### config.mk
export PLATFORM = sky130hd
export DESIGN_NAME = mem_stage_flat
export DESIGN_NICKNAME = d
export VERILOG_FILES = /design/src/rtl/cpu_types_pkg.sv /design/src/rtl/mem_stage_if.sv /design/src/rtl/link_reg.sv /design/src/rtl/mem_stage.sv /design/src/flat_wrapper.sv
export SDC_FILE = /design/constraint.sdc
export NUM_CORES = 1
export LEC_CHECK = 0
export ABC_AREA = 0
export BUFFER_PORTS_ARGS = -buffer_cell sky130_fd_sc_hd__buf_4
export CAP_MARGIN = 10
export CORE_AREA = 2 2 125 127
export CTS_CLUSTER_DIAMETER = 60
export CTS_CLUSTER_SIZE = 14
export DETAILED_ROUTE_END_ITERATION = 10
export DIE_AREA = 0 0 127 129
export PLACE_DENSITY_LB_ADDON = 0.08
export SETUP_SLACK_MARGIN = 0.4
export SLEW_MARGIN = 40
export SYNTH_ARGS = -nofsm -noshare
export SYNTH_HDL_FRONTEND = slang
export SYNTH_SLANG_ARGS = --single-unit
### constraint.sdc
create_clock -name CLK -period 1.3 [get_ports CLK]
set_input_delay 0.13 -clock CLK [delete_from_list [all_inputs] [get_ports CLK]]
set_output_delay 0.13 -clock CLK [all_outputs]
set_load 0.1 [all_outputs]
### src/rtl/cpu_types_pkg.sv
// Shared pipeline types for the MEM stage: word/register widths, opcodes,
// writeback select encoding and the data-cache access FSM states.
package cpu_types_pkg;

    localparam int WORD_WIDTH = 32;
    localparam int REG_WIDTH  = 5;

    typedef logic [WORD_WIDTH-1:0] word_t;
    typedef logic [REG_WIDTH-1:0]  regbits_t;

    typedef enum logic [5:0] {
        RTYPE = 6'h00,
        LUI   = 6'h0F,
        LW    = 6'h23,
        SW    = 6'h2B,
        LL    = 6'h30,
        SC    = 6'h38,
        HALT  = 6'h3F
    } opcode_t;

    typedef enum logic [1:0] {
        WB_PORTO = 2'b00,
        WB_LOAD  = 2'b01,
        WB_LUI   = 2'b10,
        WB_PCP4  = 2'b11
    } wbsel_t;

    typedef enum logic [1:0] {
        IDLE = 2'b00,
        BUSY = 2'b01,
        DONE = 2'b10
    } mem_state_t;

endpackage

### src/rtl/mem_stage_if.sv
// Data-cache request/response bus between the MEM stage (master) and the dcache (slave).
interface mem_stage_if #(
    parameter int WORD_W = 32
);
    logic              dmemREN;
    logic              dmemWEN;
    logic [WORD_W-1:0] dmemaddr;
    logic [WORD_W-1:0] dmemstore;
    logic              dhit;
    logic [WORD_W-1:0] dmemload;

    modport master (
        output dmemREN, dmemWEN, dmemaddr, dmemstore,
        input  dhit, dmemload
    );

    modport slave (
        input  dmemREN, dmemWEN, dmemaddr, dmemstore,
        output dhit, dmemload
    );
endinterface

### src/rtl/link_reg.sv
// Load-linked reservation {valid, addr}; set by LL, cleared by SC or a matching
// coherence invalidate. Only instantiated when ATOMIC_EN is defined.
module link_reg #(
    parameter int WORD_W = 32
) (
    input  logic              CLK,
    input  logic              nRST,
    input  logic              i_set,
    input  logic [WORD_W-1:0] i_set_addr,
    input  logic              i_clr,
    input  logic              i_inv,
    input  logic [WORD_W-1:0] i_inv_addr,
    input  logic [WORD_W-1:0] i_chk_addr,
    output logic              o_ok
);
    logic              r_valid;
    logic [WORD_W-1:0] r_addr;
    logic              w_inv_hit;

    assign w_inv_hit = i_inv & (i_inv_addr == r_addr);
    // An invalidate landing in the same cycle as the SC check makes the SC fail.
    assign o_ok      = r_valid & (r_addr == i_chk_addr) & ~w_inv_hit;

    always_ff @(posedge CLK or negedge nRST) begin
        if (!nRST) begin
            r_valid <= 1'b0;
            r_addr  <= '0;
        end else if (i_set) begin
            r_valid <= 1'b1;
            r_addr  <= i_set_addr;
        end else if (i_clr | w_inv_hit) begin
            r_valid <= 1'b0;
        end
    end
endmodule

### src/rtl/mem_stage.sv
// MEM stage: issues dcache loads/stores, stalls until dhit, holds the MEM/WB latch.
// Optional LL/SC link register is enabled with macro ATOMIC_EN.
//   state | meaning
//   IDLE  | no access outstanding; new request driven combinationally
//   BUSY  | request outstanding, waiting for dhit
//   DONE  | access complete, request dropped, waiting for pipe_en
module mem_stage
    import cpu_types_pkg::*;
#(
    parameter int WORD_W = WORD_WIDTH,
    parameter int REG_W  = REG_WIDTH
) (
    input  logic              CLK,
    input  logic              nRST,
    input  logic              pipe_en,
    input  logic [REG_W-1:0]  regDest_in,
    input  logic              dREN_in,
    input  logic              dWEN_in,
    input  logic [WORD_W-1:0] dmemstore_in,
    input  logic              regWr_in,
    input  logic [1:0]        MemToReg_in,
    input  logic              halt_in,
    input  logic [WORD_W-1:0] portO_in,
    input  logic [WORD_W-1:0] luiValue_in,
    input  logic [WORD_W-1:0] pcp4_in,
    input  opcode_t           op_mem,
    mem_stage_if.master       dc,
    output logic              mem_stall,
    output logic              regWr_wb,
    output logic [REG_W-1:0]  regDest_wb,
    output logic [WORD_W-1:0] wdat_wb,
    output logic              halt_wb,
    input  logic              link_inv,
    input  logic [WORD_W-1:0] link_inv_addr
);
    mem_state_t        r_state;
    logic [WORD_W-1:0] r_load_q;
    logic              r_regWr_wb;
    logic [REG_W-1:0]  r_regDest_wb;
    logic [WORD_W-1:0] r_wdat_wb;
    logic              r_halt_wb;

    logic              w_is_sc;
    logic              w_sc_fail;
    logic              w_sc_ok;
    logic              w_wen;
    logic              w_access;
    logic              w_active;
    logic              w_hit;
    logic              w_latch;
    logic [WORD_W-1:0] w_wdat;

    assign w_is_sc = (op_mem == SC);

`ifdef ATOMIC_EN
    logic w_link_ok;

    link_reg #(.WORD_W(WORD_W)) u_link_reg (
        .CLK        (CLK),
        .nRST       (nRST),
        .i_set      (w_hit & (op_mem == LL)),
        .i_set_addr (portO_in),
        .i_clr      (w_latch & w_is_sc),
        .i_inv      (link_inv),
        .i_inv_addr (link_inv_addr),
        .i_chk_addr (portO_in),
        .o_ok       (w_link_ok)
    );

    assign w_sc_fail = w_is_sc & ~w_link_ok;
    // Success means the store actually completed; a failed SC never leaves IDLE.
    assign w_sc_ok   = (r_state == DONE);
`else
    logic w_unused_link;

    assign w_unused_link = ^{link_inv, link_inv_addr};
    assign w_sc_fail     = 1'b0;
    assign w_sc_ok       = 1'b1;
`endif

    assign w_wen    = dWEN_in & ~w_sc_fail;
    assign w_access = dREN_in | w_wen;
    assign w_active = (r_state != DONE);
    assign w_hit    = dc.dhit & w_access & w_active;

    // Gated by nRST so a reset mid-access drops the request in the same cycle.
    assign dc.dmemREN   = nRST & dREN_in & w_active;
    assign dc.dmemWEN   = nRST & w_wen & w_active;
    assign dc.dmemaddr  = portO_in;
    assign dc.dmemstore = dmemstore_in;
    assign mem_stall    = nRST & w_access & w_active;

    assign w_latch = pipe_en & ~mem_stall;

    always_comb begin
        w_wdat = portO_in;
        case (wbsel_t'(MemToReg_in))
            WB_PORTO: w_wdat = portO_in;
            WB_LOAD:  w_wdat = r_load_q;
            WB_LUI:   w_wdat = luiValue_in;
            WB_PCP4:  w_wdat = pcp4_in;
            default:  w_wdat = portO_in;
        endcase
        if (w_is_sc) begin
            w_wdat = WORD_W'(w_sc_ok);
        end
    end

    always_ff @(posedge CLK or negedge nRST) begin
        if (!nRST) begin
            r_state  <= IDLE;
            r_load_q <= '0;
        end else begin
            if (w_hit) begin
                r_load_q <= dc.dmemload;
            end
            case (r_state)
                IDLE:    if (w_hit) r_state <= DONE;
                         else if (w_access) r_state <= BUSY;
                BUSY:    if (w_hit) r_state <= DONE;
                         else if (!w_access) r_state <= IDLE;
                DONE:    if (pipe_en) r_state <= IDLE;
                default: r_state <= IDLE;
            endcase
        end
    end

    always_ff @(posedge CLK or negedge nRST) begin
        if (!nRST) begin
            r_regWr_wb   <= 1'b0;
            r_regDest_wb <= '0;
            r_wdat_wb    <= '0;
            r_halt_wb    <= 1'b0;
        end else if (w_latch) begin
            // Once halted, nothing further may write the register file.
            r_regWr_wb   <= regWr_in & ~r_halt_wb;
            r_regDest_wb <= regDest_in;
            r_wdat_wb    <= w_wdat;
            r_halt_wb    <= r_halt_wb | halt_in;
        end
    end

    assign regWr_wb   = r_regWr_wb;
    assign regDest_wb = r_regDest_wb;
    assign wdat_wb    = r_wdat_wb;
    assign halt_wb    = r_halt_wb;
endmodule

### src/flat_wrapper.sv
// flat-port wrapper written by rule: the top's interface ports become plain ports
module mem_stage_flat import cpu_types_pkg::*;
#(
    parameter int WORD_W = WORD_WIDTH,
    parameter int REG_W  = REG_WIDTH
)
  (CLK, nRST, pipe_en, regDest_in, dREN_in, dWEN_in, dmemstore_in, regWr_in, MemToReg_in, halt_in, portO_in, luiValue_in, pcp4_in, op_mem, mem_stall, regWr_wb, regDest_wb, wdat_wb, halt_wb, link_inv, link_inv_addr, dc_dmemREN, dc_dmemWEN, dc_dmemaddr, dc_dmemstore, dc_dhit, dc_dmemload);
  mem_stage_if #(.WORD_W(WORD_W)) dc_i ();
  input  logic CLK;
  input  logic nRST;
  input  logic pipe_en;
  input  logic [REG_W-1:0] regDest_in;
  input  logic dREN_in;
  input  logic dWEN_in;
  input  logic [WORD_W-1:0] dmemstore_in;
  input  logic regWr_in;
  input  logic [1:0] MemToReg_in;
  input  logic halt_in;
  input  logic [WORD_W-1:0] portO_in;
  input  logic [WORD_W-1:0] luiValue_in;
  input  logic [WORD_W-1:0] pcp4_in;
  input  opcode_t op_mem;
  output logic mem_stall;
  output logic regWr_wb;
  output logic [REG_W-1:0] regDest_wb;
  output logic [WORD_W-1:0] wdat_wb;
  output logic halt_wb;
  input  logic link_inv;
  input  logic [WORD_W-1:0] link_inv_addr;
  output wire logic [$bits(dc_i.dmemREN)-1:0] dc_dmemREN;
  output wire logic [$bits(dc_i.dmemWEN)-1:0] dc_dmemWEN;
  output wire logic [$bits(dc_i.dmemaddr)-1:0] dc_dmemaddr;
  output wire logic [$bits(dc_i.dmemstore)-1:0] dc_dmemstore;
  input wire logic [$bits(dc_i.dhit)-1:0] dc_dhit;
  input wire logic [$bits(dc_i.dmemload)-1:0] dc_dmemload;
  assign dc_dmemREN = dc_i.dmemREN;
  assign dc_dmemWEN = dc_i.dmemWEN;
  assign dc_dmemaddr = dc_i.dmemaddr;
  assign dc_dmemstore = dc_i.dmemstore;
  assign dc_i.dhit = dc_dhit;
  assign dc_i.dmemload = dc_dmemload;
  mem_stage #(.WORD_W(WORD_W), .REG_W(REG_W)) u_core (.CLK(CLK), .nRST(nRST), .pipe_en(pipe_en), .regDest_in(regDest_in), .dREN_in(dREN_in), .dWEN_in(dWEN_in), .dmemstore_in(dmemstore_in), .regWr_in(regWr_in), .MemToReg_in(MemToReg_in), .halt_in(halt_in), .portO_in(portO_in), .luiValue_in(luiValue_in), .pcp4_in(pcp4_in), .op_mem(op_mem), .dc(dc_i), .mem_stall(mem_stall), .regWr_wb(regWr_wb), .regDest_wb(regDest_wb), .wdat_wb(wdat_wb), .halt_wb(halt_wb), .link_inv(link_inv), .link_inv_addr(link_inv_addr));
endmodule
# == After elaboration in Yosys (flattened, before gate mapping) ==
# Index checks and enable logic that the tools add are counted.
# word_totals
word_cells,41
in_bits,214
out_inout_bits,106
register_bits,73
# classes
n_reduce_logical,3
eq_ne,10
bitwise,14
mux,8
# ops
cell,n
32-bit case mux with 4 select lines,1
32-bit 2-to-1 mux,1
1-bit AND,10
2-bit 2-to-1 mux,5
2-bit equality test (second input constant),3
6-bit equality test (second input constant),1
2-bit case mux with 3 select lines,1
2-bit by 1-bit equality test with 1-bit output (second input constant),2
2-bit logical NOT,2
2-bit != test (second input constant),2
3-bit by 1-bit != test with 1-bit output (second input constant),1
3-bit != test (second input constant),1
3-bit AND reduction,1
1-bit inverter,2
1-bit bitwise OR,2

# == Longest topological paths before layout ==
# Gate-level depths: netlist of run 1.
# depth
ltp_word,5
ltp_mapped,5
mapped_depth_nobuf,3

# == Worst setup path after synthesis of run 1 ==
# OpenSTA, ideal clock, no wires.
# synth_timing
kind,reg2out
from,reg u_core.r_state[1]
to,out dc_dmemREN
arrival_ps,1319
setup_slack_ps,-149
path_stages_with_launch,3
n_path_buf,0
required_time_ps,1170
path_cell_list,dfrtp_1 -> nand2b_1 -> and3_1
# synth_via
elab_chain_len,2
# synth_rtl
element,line,text
"start, declared",mem_stage.sv:36,mem_state_t r_state;
"start signal, assigned",mem_stage.sv:111,r_state <= IDLE;
"start signal, assigned",mem_stage.sv:118,IDLE: if (w_hit) r_state <= DONE;
"start signal, assigned",mem_stage.sv:119,else if (w_access) r_state <= BUSY;
2-bit != test,mem_stage.sv:83,assign w_active = (r_state != DONE);
1-bit AND,mem_stage.sv:87,assign dc.dmemREN = nRST & dREN_in & w_active;
"end, declared",flat_wrapper.sv:30,output wire logic [$bits(dc_i.dmemREN)-1:0] dc_dmemREN;
# Every way passes these cells.

# == Worst setup path in the final report of run 1 ==
# layout_timing
from,reg u_core.r_state[1]
to,out dc_dmemWEN
# layout_via
elab_chain_len,2
# layout_rtl
element,line,text
2-bit != test,mem_stage.sv:83,
1-bit AND,mem_stage.sv:88,assign dc.dmemWEN = nRST & w_wen & w_active;
"end, declared",flat_wrapper.sv:31,output wire logic [$bits(dc_i.dmemWEN)-1:0] dc_dmemWEN;
# Every way passes these cells.

==> results.py, run 1 <==
metrics = {
    "pwr": {
        "total_power_mw": 11.6,
        "power_density_nw_per_um2": 1620,
        "power.switching_mw": 4.86,
        "swShare_pct": 42.0,
        "leakagePower_nw": 3.36,
        "intPower_mw": 6.71,
        "pwr-share-comb_pct": 51.4,
        "pwr-share-seq_pct": 28.5,
        "clkPwrFrac_pct": 20.1,
        "peakVddDrop_v": 0.000604,
    },
    "grt": {
        "grt_pass1_vias": 3698,
        "grt_usage_pct": 16.7,
        "grt_max_degree": 74,
        "grt_pass1_wl_um": 20500,
        "grt-ovfl-total": 0,
        "antenna_found_initial": 0,
    },
    "timing": {
        "worst_slew_pin_slew_ns": 0.309,
        "relSlewSlack_pct": 79.4,
        "fin_skew_ns": 0.00726,
        "setup_slack_ns": -0.131,
        "fmax_mhz": 699,
        "setup_violations": 46,
        "timing.final.crit_share_pct": 110,
        "final.min_clock_period_ns": 1.43,
        "drv_slew": 0,
        "rsz0062_at_grt": "true",
        "hold_viol_final": 0,
        "hold_slack_ns": 0.0214,
    },
    "place": {
        "port_buffers": 222,
        "hpwlAfterDp_um": 9380,
        "dp_worst_setup_slack_ns": -0.170,
        "dp.cells": 681,
        "routabilityCongestion": 0.714,
    },
    "yosys": {
        "seq_area_frac_synth_pct": 42.5,
        "synth_area_um2": 4300,
        "syn-num-nets": 552,
        "synth_area_leaders": "dfrtp_1 42%, mux4_2 17%, buf_4 12%, mux2_2 9.7%, mux2i_1 7.2%",
        "ys_ff_latch": 73,
        "synth.most_common_cell": "dfrtp_1",
        "yosysWarnings": 0,
        "synth_common_cells": "73 x dfrtp_1, 68 x buf_4, 37 x mux2_2, 32 x inv_1, 32 x mux4_2",
        "ys.flop_type": "dfrtp_1",
        "synth_cell_types": 25,
        "avgSynthCellArea_um2": 12.7,
        "post-synth-top-area-fraction_pct": 42.5,
        "syn_inst": 338,
        "synth-async-reset-ratio_pct": 100,
        "synth_area_leader_cell": "dfrtp_1",
        "synth-edff-count": 0,
    },
    "worst_setup_path": {
        "crit_slowest_cell": "dfrtp_1",
        "critPathBufInv": 2,
        "cp-start-kind": "flip-flop",
        "worstPathMaxFanout": 4,
        "critPathTopFamily": "flip-flops",
        "worstReg2RegStart": "u_core.r_state[1]$_DFFE_PN0P_",
        "reg2reg_to": "u_core.r_load_q[30]$_DFFE_PN0P_",
        "cp.arrival_ns": 1.30,
        "crit_type": "reg -> out",
        "cp.required_ns": 1.17,
        "cp-end-kind": "output pin",
        "max_stage_delay_ns": 0.40,
        "rrSetupSlack_ns": -0.11,
        "cp_cell_sequence": "nand2b_4 -> buf_6 -> and3_4 -> buf_12",
        "worst_r2r_path_depth": 5,
    },
    "layout": {
        "syn2layout_area_growth_pct": 65.9,
        "layout.nets": 735,
        "register_area_um2": 1880,
        "antenna_cells": 0,
        "multi_input_area_um2": 1920,
        "fin_cells": 714,
        "postLayoutCoreUtil_pct": 47.7,
        "drive_gt1_share_pct": 73.2,
        "n_fill_cell": 1381,
    },
    "die": {
        "die-area_um2": 16400,
        "start_util_pct": 28.7,
        "die_width_um": 127,
        "rows": 45,
        "die_h_um": 129,
        "pin_count": 320,
        "core_um2": 15000,
    },
    "cts": {
        "cts_max_level": 3,
        "cts_buffers": 9,
        "cts_root_buf": "clkbuf_16",
        "max-clock-path-buffers": 2,
        "clock-sinks": 73,
        "cts_tree": "built",
        "clock_latency_ns": 0.34,
        "path_clk_slew_ns": 0.06,
    },
    "job": {
        "maxCapViolCount": 0,
    },
    "routing": {
        "routed_wl_um": 13900,
        "drcViolationCount": 0,
        "wl_per_cell_um": 19.5,
        "drt_iter0_markers": 90,
        "viasPerCell": 4.62,
        "vias": 3298,
        "postRouteAntennaNets": 0,
        "first_pass_iters": 4,
    },
    "worst_hold_path": {
        "hold_depth": 2,
        "min_to": "u_core.r_load_q[25]$_DFFE_PN0P_",
        "hold_path.class": "in -> reg",
        "min_from": "dc_dmemload[25]",
    },
    "outcome": {
        "violations": "setup timing",
        "status": "complete, but fails checks",
    },
}
[cell usage in the layout, fill, tap and decap left out]
master / instances
o22ai_1: 1
buf_16: 2
mux4_2: 32
nand2b_4: 1
clkbuf_16: 13
dfrtp_1: 34
buf_6: 7
nand2_1: 1
o21ai_0: 22
nor2b_4: 1
buf_4: 189
dlygate4sd3_1: 4
or2_1: 1
or4b_4: 1
clkinv_2: 3
a31oi_4: 1
o21ai_1: 10
inv_1: 32
buf_12: 50
o21bai_1: 1
a21o_1: 1
mux2_4: 39
mux2i_1: 31
buf_8: 1
clkbuf_8: 2
clkbuf_1: 2
nor2b_1: 1
and3_4: 3
dfrtp_2: 39
nor3b_2: 1
[cell families (layout without fill, tap and decap cells)]
family                 after synthesis  in the layout  share of synthesized area (%)
and+or+nand+nor                     10             10                           1.60
DFF                                 73             73                           42.5
buffers and inverters              117            305                           17.2
muxes                              102            102                           34.3
AOI/OAI and AO/OA                   36             36                           4.51
[flip-flops by register name (all words and copies together), names as in the netlist]
register	cells
u_core.r_load_q	32
u_core.wdat_wb	32
u_core.regDest_wb	5
u_core.r_state	2
u_core.halt_wb	1
u_core.regWr_wb	1
[how the worst max path moves through the flow]
| stage | startpoint | end | slack [ns] | cells after the start |
|---|---|---|---|---|
| finish | u_core.r_state[1]$_DFFE_PN0P_ | dc_dmemWEN | -0.13 | 4 |
| global route | u_core.r_state[1]$_DFFE_PN0P_ | dc_dmemWEN | -0.18 | 4 |
| CTS | u_core.r_state[1]$_DFFE_PN0P_ | dc_dmemWEN | -0.16 | 4 |
| detailed placement | op_mem[1] | u_core.wdat_wb[25]$_DFFE_PN0P_ | -0.17 | 5 |
| global placement | op_mem[1] | u_core.wdat_wb[23]$_DFFE_PN0P_ | -0.11 | 5 |
| floorplan | u_core.r_state[1]$_DFFE_PN0P_ | u_core.r_load_q[27]$_DFFE_PN0P_ | -0.06 | 5 |
[routing by layer]
layer | vias up | GRT usage [%] | part of all wire [%] | wire (um)
met5 | - | 0 | 0 | 0
met4 | 0 | 8.14 | 3.0 | 419
met1 | 1621 | 20.4 | 40 | 5630
met3 | 40 | 3.74 | 6.7 | 938
li1 | 1494 | - | - | -
met2 | 143 | 28.1 | 50 | 6920
[area by class of cell]
cell class              instances  share of cell area (%)
clock buffers                  13                    3.65
clock inverters                 3                   0.210
inverters                      32                    1.68
multi-input cells             148                    26.9
flip-flops and latches         73                    26.3
well taps                     188                    3.30
repair buffers                257                    37.9
[through the flow]
| step | setup TNS (ns) | instance area (um2) |
|---|---|---|
| 2_1_floorplan | -1.94 | 4410 |
| 3_3_place_gp | -4.96 | 5910 |
| 3_5_place_dp | -5.70 | 5910 |
| 4_1_cts | -2.75 | 6970 |
| 5_1_grt | -7.04 | 7140 |
| 6_report | -3.25 | 7140 |
[timing repair]
item	4_1_cts	5_1_grt
endpoints found under the setup margin	114	176
gates resized for setup	165	15
buffers inserted	4	3
gates cloned	2	4
pin swaps	4	0
endpoints found under the hold margin	76	0
hold buffers	4	0
[power by group through the flow]
stage	Combinational, mW	Sequential [mW]	Clock (mW)
after floorplan	1.99	5.21	0
after global placement	4.84	3.14	0
after CTS	5.84	3.30	2.43
after global routing	6.17	3.37	2.52
final	5.94	3.30	2.33
after detailed placement	4.86	3.16	0
(Power assumes the default switching activity.)
==> run 2: changes to the inputs <==
- clock period: 1.3 -> 1.7 ns (I/O delays scaled with it)
==> run 2 against run 1 <==
The run now ends clean; first-iteration DRC count fell by 19%; clock-buffer cell count is the same; worst hold slack worse by 0.017 ns; sequential share of layout area is 1.8 points higher; combinational power down 34%; utilization shrank 4.3 points; clock power down 19%.
==> results.py, run 2 (same netlist as run 1, synthesis figures left out) <==
metrics = {
    "place": {
        "hpwlAfterDp_um": 9110,
        "port_buffers": 222,
        "placed_cell_area_um2": 5880,
        "routabilityCongestion": 0.723,
    },
    "worst_setup_path": {
        "cp-start-kind": "flip-flop",
        "max_stage_delay_ns": 0.40,
        "cp_cell_sequence": "nand2b_4 -> nor2b_4 -> buf_12 -> clkbuf_16 -> mux2_4",
        "cp-end-kind": "flip-flop",
        "crit_type": "reg -> reg",
        "cp.required_ns": 1.92,
        "worstPathMaxFanout": 7,
        "crit_slowest_cell": "dfrtp_1",
        "cp.arrival_ns": 1.65,
    },
    "routing": {
        "wl_per_cell_um": 18.3,
        "drcViolationCount": 0,
        "drt_iter0_markers": 73,
        "first_pass_iters": 4,
        "postRouteAntennaNets": 0,
        "vias": 3208,
        "routed_wl_um": 12900,
        "viasPerCell": 4.56,
    },
    "timing": {
        "hold_slack_ns": 0.00431,
        "rsz0062_at_grt": "true",
        "fmax_mhz": 696,
        "setup_violations": 0,
        "hold_viol_final": 0,
        "timing.final.crit_share_pct": 84.5,
        "fin_skew_ns": 0.00753,
        "worst_slew_pin_slew_ns": 0.606,
        "final.min_clock_period_ns": 1.44,
        "tns_ns": 0,
        "relSlewSlack_pct": 59.6,
        "drv_slew": 0,
    },
    "layout": {
        "fin_area_um2": 6500,
        "register_area_um2": 1830,
        "syn2layout_area_growth_pct": 51.1,
        "antenna_cells": 0,
        "n_fill_cell": 1395,
        "multi_input_area_um2": 1920,
        "layout.nets": 724,
        "postLayoutCoreUtil_pct": 43.4,
        "mostFrequentLayoutCells": "225 x buf_4, 72 x dfrtp_1, 39 x mux2_4, 32 x inv_1, 32 x mux4_2",
        "drive_gt1_share_pct": 65.2,
        "layout_commonest_cell": "buf_4",
    },
    "grt": {
        "grt_pass1_wl_um": 19000,
        "busiest_layer": "met2",
        "use_met2_pct": 27.1,
        "grt_usage_pct": 15.3,
        "grt_pass1_vias": 3504,
        "grt_max_degree": 46,
        "antenna_found_initial": 0,
        "global_route.usage.met3_pct": 3.53,
        "met1_usage_pct": 17.6,
        "grt-ovfl-total": 0,
    },
    "pwr": {
        "total_power_mw": 8.17,
        "power_density_nw_per_um2": 1260,
        "leakagePower_nw": 3.17,
        "peakVddDrop_v": 0.000470,
    },
    "outcome": {
        "status": "finished, final reports clean",
    },
    "cts": {
        "cts_root_buf": "clkbuf_16",
        "max-clock-path-buffers": 2,
        "cts_buffers": 9,
        "clock-sinks": 73,
        "cts_max_level": 3,
        "path_clk_slew_ns": 0.06,
        "cts_tree": "built",
        "clock_latency_ns": 0.33,
    },
    "die": {
        "pin_count": 320,
        "die_h_um": 129,
        "rows": 45,
        "die_width_um": 127,
        "core_um2": 15000,
        "start_util_pct": 28.7,
        "die-area_um2": 16400,
    },
    "job": {
        "maxCapViolCount": 0,
    },
    "worst_hold_path": {
        "hold_path.class": "in -> async",
    },
}
[run 2: cell count changes in the layout (fill, tap and decap cells not counted), moves of 2 or more]
cell           previous run  this run
buf_4                   189       225
buf_12                   50         8
o21ai_0                  22        27
o21ai_1                  10         5
buf_8                     1         3
buf_6                     7         1
dfrtp_1                  34        72
dfrtp_2                  39         1
dlygate4sd3_1             4         2
[run 2: routing by layer]
| layer | vias to the layer above | routed length [um] |
|---|---|---|
| met5 | - | 0 |
| met1 | 1577 | 5010 |
| met2 | 127 | 6730 |
| met4 | 0 | 284 |
| met3 | 28 | 856 |
| li1 | 1476 | - |
[run 2: report_power, final]
group | switching [mW] | total (mW) | internal, mW
registers | 0.214 | 2.35 | 2.13
logic | 2.63 | 3.93 | 1.30
clock network | 0.711 | 1.88 | 1.17
[run 2: layout make-up]
cell class / instances / share of cell area, %
sequential: 73 / 28.1
tap: 188 / 3.62
inverter: 32 / 1.85
clock buffer: 13 / 3.85
multi-input combinational: 148 / 29.5
timing repair buffer: 246 / 32.4
clock inverter: 3 / 0.616
[run 2: path summary, 6_finish.rpt]
kind | to | slack [ns] | cells past startpoint | start
setup / recovery | u_core.r_load_q[8]$_DFFE_PN0P_ | 0.26 | 5 | u_core.r_state[1]$_DFFE_PN0P_
hold / removal | u_core.wdat_wb[0]$_DFFE_PN0P_ | 0.004 | 2 | nRST
setup reg to reg | u_core.r_load_q[8]$_DFFE_PN0P_ | 0.26 | 5 | u_core.r_state[1]$_DFFE_PN0P_
hold reg to reg | u_core.halt_wb$_DFFE_PN0P_ | 0.48 | 1 | u_core.halt_wb$_DFFE_PN0P_
max in group asynchronous | u_core.halt_wb$_DFFE_PN0P_ | 0.81 | 3 | nRST
min in group CLK | u_core.halt_wb$_DFFE_PN0P_ | 0.04 | 2 | halt_in
[run 2: per-stage QoR]
| stage | setup WS [ns] | std cells |
|---|---|---|
| final | 0.263 | 703 |
| after global routing | 0.204 | 703 |
| after CTS | 0.251 | 699 |
| after detailed placement | 0.177 | 675 |
| after global placement | 0.192 | 675 |
| after floorplan | 0.338 | 338 |
[run 2: repair_timing]
action | in CTS | in global routing
setup buffers | 5 | 0
endpoints found under the setup margin | 70 | 73
gates cloned | 1 | 4
gates resized for setup | 18 | 15
pin swaps | 0 | 2
hold buffers | 2 | 0
endpoints found under the hold margin | 29 | 0
[run 2: critical path, delay by kind of cell (launching register included)]
| kind | cells | cell delay (ns) |
|---|---|---|
| buf+inv | 2 | 0.33 |
| flops | 1 | 0.40 |
| mux | 1 | 0.29 |
| simple gates | 2 | 0.29 |
==> run 3: changes to the inputs <==
- CORE_AREA: 2 2 125 127 -> 2 2 126 128
- DIE_AREA: 0 0 127 129 -> 0 0 128 130
- clock period: 1.7 -> 1.33 ns (I/O delays scaled with it)
==> run 3 against run 2 <==
The flow now finishes with violations (hold timing, setup timing); routed wire length rose by 9.0%; sequential cell count did not move; utilization rose by 3.7 points; power rose by 40%; critical path type unchanged; largest cell class unchanged; highest routed layer unchanged.
==> results.py, run 3 (same netlist as run 1, synthesis figures left out) <==
metrics = {
    "grt": {
        "antenna_found_initial": 0,
        "grt-ovfl-total": 0,
        "grt_pass1_vias": 3602,
        "grt_max_degree": 50,
        "grt_usage_pct": 16.5,
        "grt_pass1_wl_um": 20500,
    },
    "pwr": {
        "power_density_nw_per_um2": 1580,
        "total_power_mw": 11.4,
        "leakagePower_nw": 3.41,
        "peakVddDrop_v": 0.000738,
    },
    "timing": {
        "relSlewSlack_pct": 54.5,
        "hold_viol_final": 5,
        "setup_violations": 73,
        "fin_skew_ns": 0.00634,
        "rsz0062_at_grt": "true",
        "setup_slack_ns": -0.150,
        "final.min_clock_period_ns": 1.48,
        "timing.final.crit_share_pct": 111,
        "worst_slew_pin_slew_ns": 0.683,
        "hold_slack_ns": -0.00915,
        "tns_ns": -7.21,
        "fmax_mhz": 676,
        "drv_slew": 0,
    },
    "die": {
        "core_um2": 15400,
        "die-area_um2": 16600,
        "rows": 46,
        "die_h_um": 130,
        "start_util_pct": 27.9,
        "die_width_um": 128,
        "pin_count": 320,
    },
    "worst_setup_path": {
        "crit_slowest_cell": "dfrtp_1",
        "worstPathMaxFanout": 4,
        "critPathLaunch": "u_core.r_state[0]$_DFFE_PN0P_",
        "cp-end-kind": "flip-flop",
        "cp.required_ns": 1.55,
        "worstReg2RegStart": "u_core.r_state[0]$_DFFE_PN0P_",
        "max_stage_delay_ns": 0.37,
        "cp-start-kind": "flip-flop",
        "crit_type": "reg -> reg",
        "cp_cell_sequence": "nand2b_4 -> buf_6 -> a31oi_4 -> clkbuf_16 -> mux2_4",
        "cp.arrival_ns": 1.70,
    },
    "place": {
        "dp_worst_setup_slack_ns": -0.0785,
        "hpwlAfterDp_um": 9750,
        "port_buffers": 222,
        "routabilityCongestion": 0.750,
    },
    "cts": {
        "clock_latency_ns": 0.33,
        "cts_root_buf": "clkbuf_16",
        "clock-sinks": 73,
        "cts_tree": "built",
        "path_clk_slew_ns": 0.06,
        "cts_buffers": 9,
        "cts_max_level": 3,
        "max-clock-path-buffers": 2,
    },
    "layout": {
        "n_fill_cell": 1422,
        "drive_gt1_share_pct": 73.3,
        "layout_commonest_cell": "buf_4",
        "syn2layout_area_growth_pct": 68.7,
        "mostFrequentLayoutCells": "193 x buf_4, 51 x buf_12, 39 x mux2_4, 39 x dfrtp_2, 34 x dfrtp_1",
        "layout.nets": 741,
        "antenna_cells": 0,
    },
    "routing": {
        "drt_iter0_markers": 77,
        "first_pass_iters": 4,
        "vias": 3335,
        "postRouteAntennaNets": 0,
        "viasPerCell": 4.61,
        "wl_per_cell_um": 19.4,
        "routed_wl_um": 14000,
        "drcViolationCount": 0,
    },
    "outcome": {
        "violations": "hold timing, setup timing",
        "status": "complete, but fails checks",
    },
    "worst_hold_path": {
        "hold_path.class": "in -> async",
    },
    "job": {
        "maxCapViolCount": 0,
    },
}
-- run 3: cell types whose count changed in the layout (fill, tap and decap cells not counted), moves of 5 or more --
cell / previous run / this run
buf_12: 8 / 51
dfrtp_1: 72 / 34
o21ai_1: 5 / 10
buf_4: 225 / 193
o21ai_0: 27 / 22
dfrtp_2: 1 / 39
buf_6: 1 / 6
-- run 3: final cells by class --
cell class                 instances  area, um2  share of cell area [%]
sequential                        73       1880                    25.8
tap                              192        240                    3.31
inverter                          32        120                    1.65
multi-input combinational        148       1930                    26.6
timing repair buffer             263       2820                    38.8
clock buffer                      16        282                    3.88
-- run 3: final timing paths --
| kind | slack, ns | endpoint | depth (start not counted) |
|---|---|---|---|
| worst max-delay path | -0.15 | u_core.regDest_wb[3]$_DFFE_PN0P_ | 5 |
| worst min-delay path | -0.009 | u_core.halt_wb$_DFFE_PN0P_ | 2 |
| worst max register to register | -0.15 | u_core.regDest_wb[3]$_DFFE_PN0P_ | 5 |
| worst min register to register | 0.51 | u_core.r_load_q[3]$_DFFE_PN0P_ | 1 |
| max in group asynchronous | 0.55 | u_core.wdat_wb[7]$_DFFE_PN0P_ | 3 |
| min in group CLK | 0.03 | u_core.r_load_q[23]$_DFFE_PN0P_ | 2 |
-- run 3: repair_timing --
item | 4_1_cts | 5_1_grt
hold buffers | 4 | 0
pin swaps | 0 | 2
setup endpoints to repair | 113 | 114
hold endpoints to repair | 27 | 0
buffers inserted | 4 | 3
gates resized for setup | 156 | 21
gates cloned | 3 | 4
-- run 3: routing by layer --
| layer | wire, um | vias to the layer above | GRT usage (%) |
|---|---|---|---|
| met5 | 0 | - | 0 |
| met4 | 337 | 0 | 7.30 |
| met3 | 722 | 27 | 2.83 |
| met2 | 7380 | 133 | 29.6 |
| met1 | 5600 | 1668 | 19.5 |
| li1 | - | 1507 | - |
-- run 3: through the flow --
| step | util, % | cells | cell area [um2] |
|---|---|---|---|
| after detailed placement | 38.7 | 690 | 5980 |
| after global routing | 47.1 | 724 | 7260 |
| after floorplan | - | 338 | 4410 |
| after global placement | 38.7 | 690 | 5980 |
| after CTS | 45.7 | 717 | 7050 |
| final | 47.1 | 724 | 7260 |
-- run 3: where the power goes --
part	total [mW]	switching (mW)	internal [mW]
clock	2.34	0.922	1.42
combinational	5.88	3.40	2.48
sequential	3.22	0.434	2.78
-- run 3: critical path, delay by kind of cell (launching register included) --
family,cells,cell delay [ns]
muxes,1,0.29
buffers and inverters,2,0.32
DFF,1,0.37
and+or+nand+nor,1,0.15
AOI/OAI and AO/OA,1,0.24
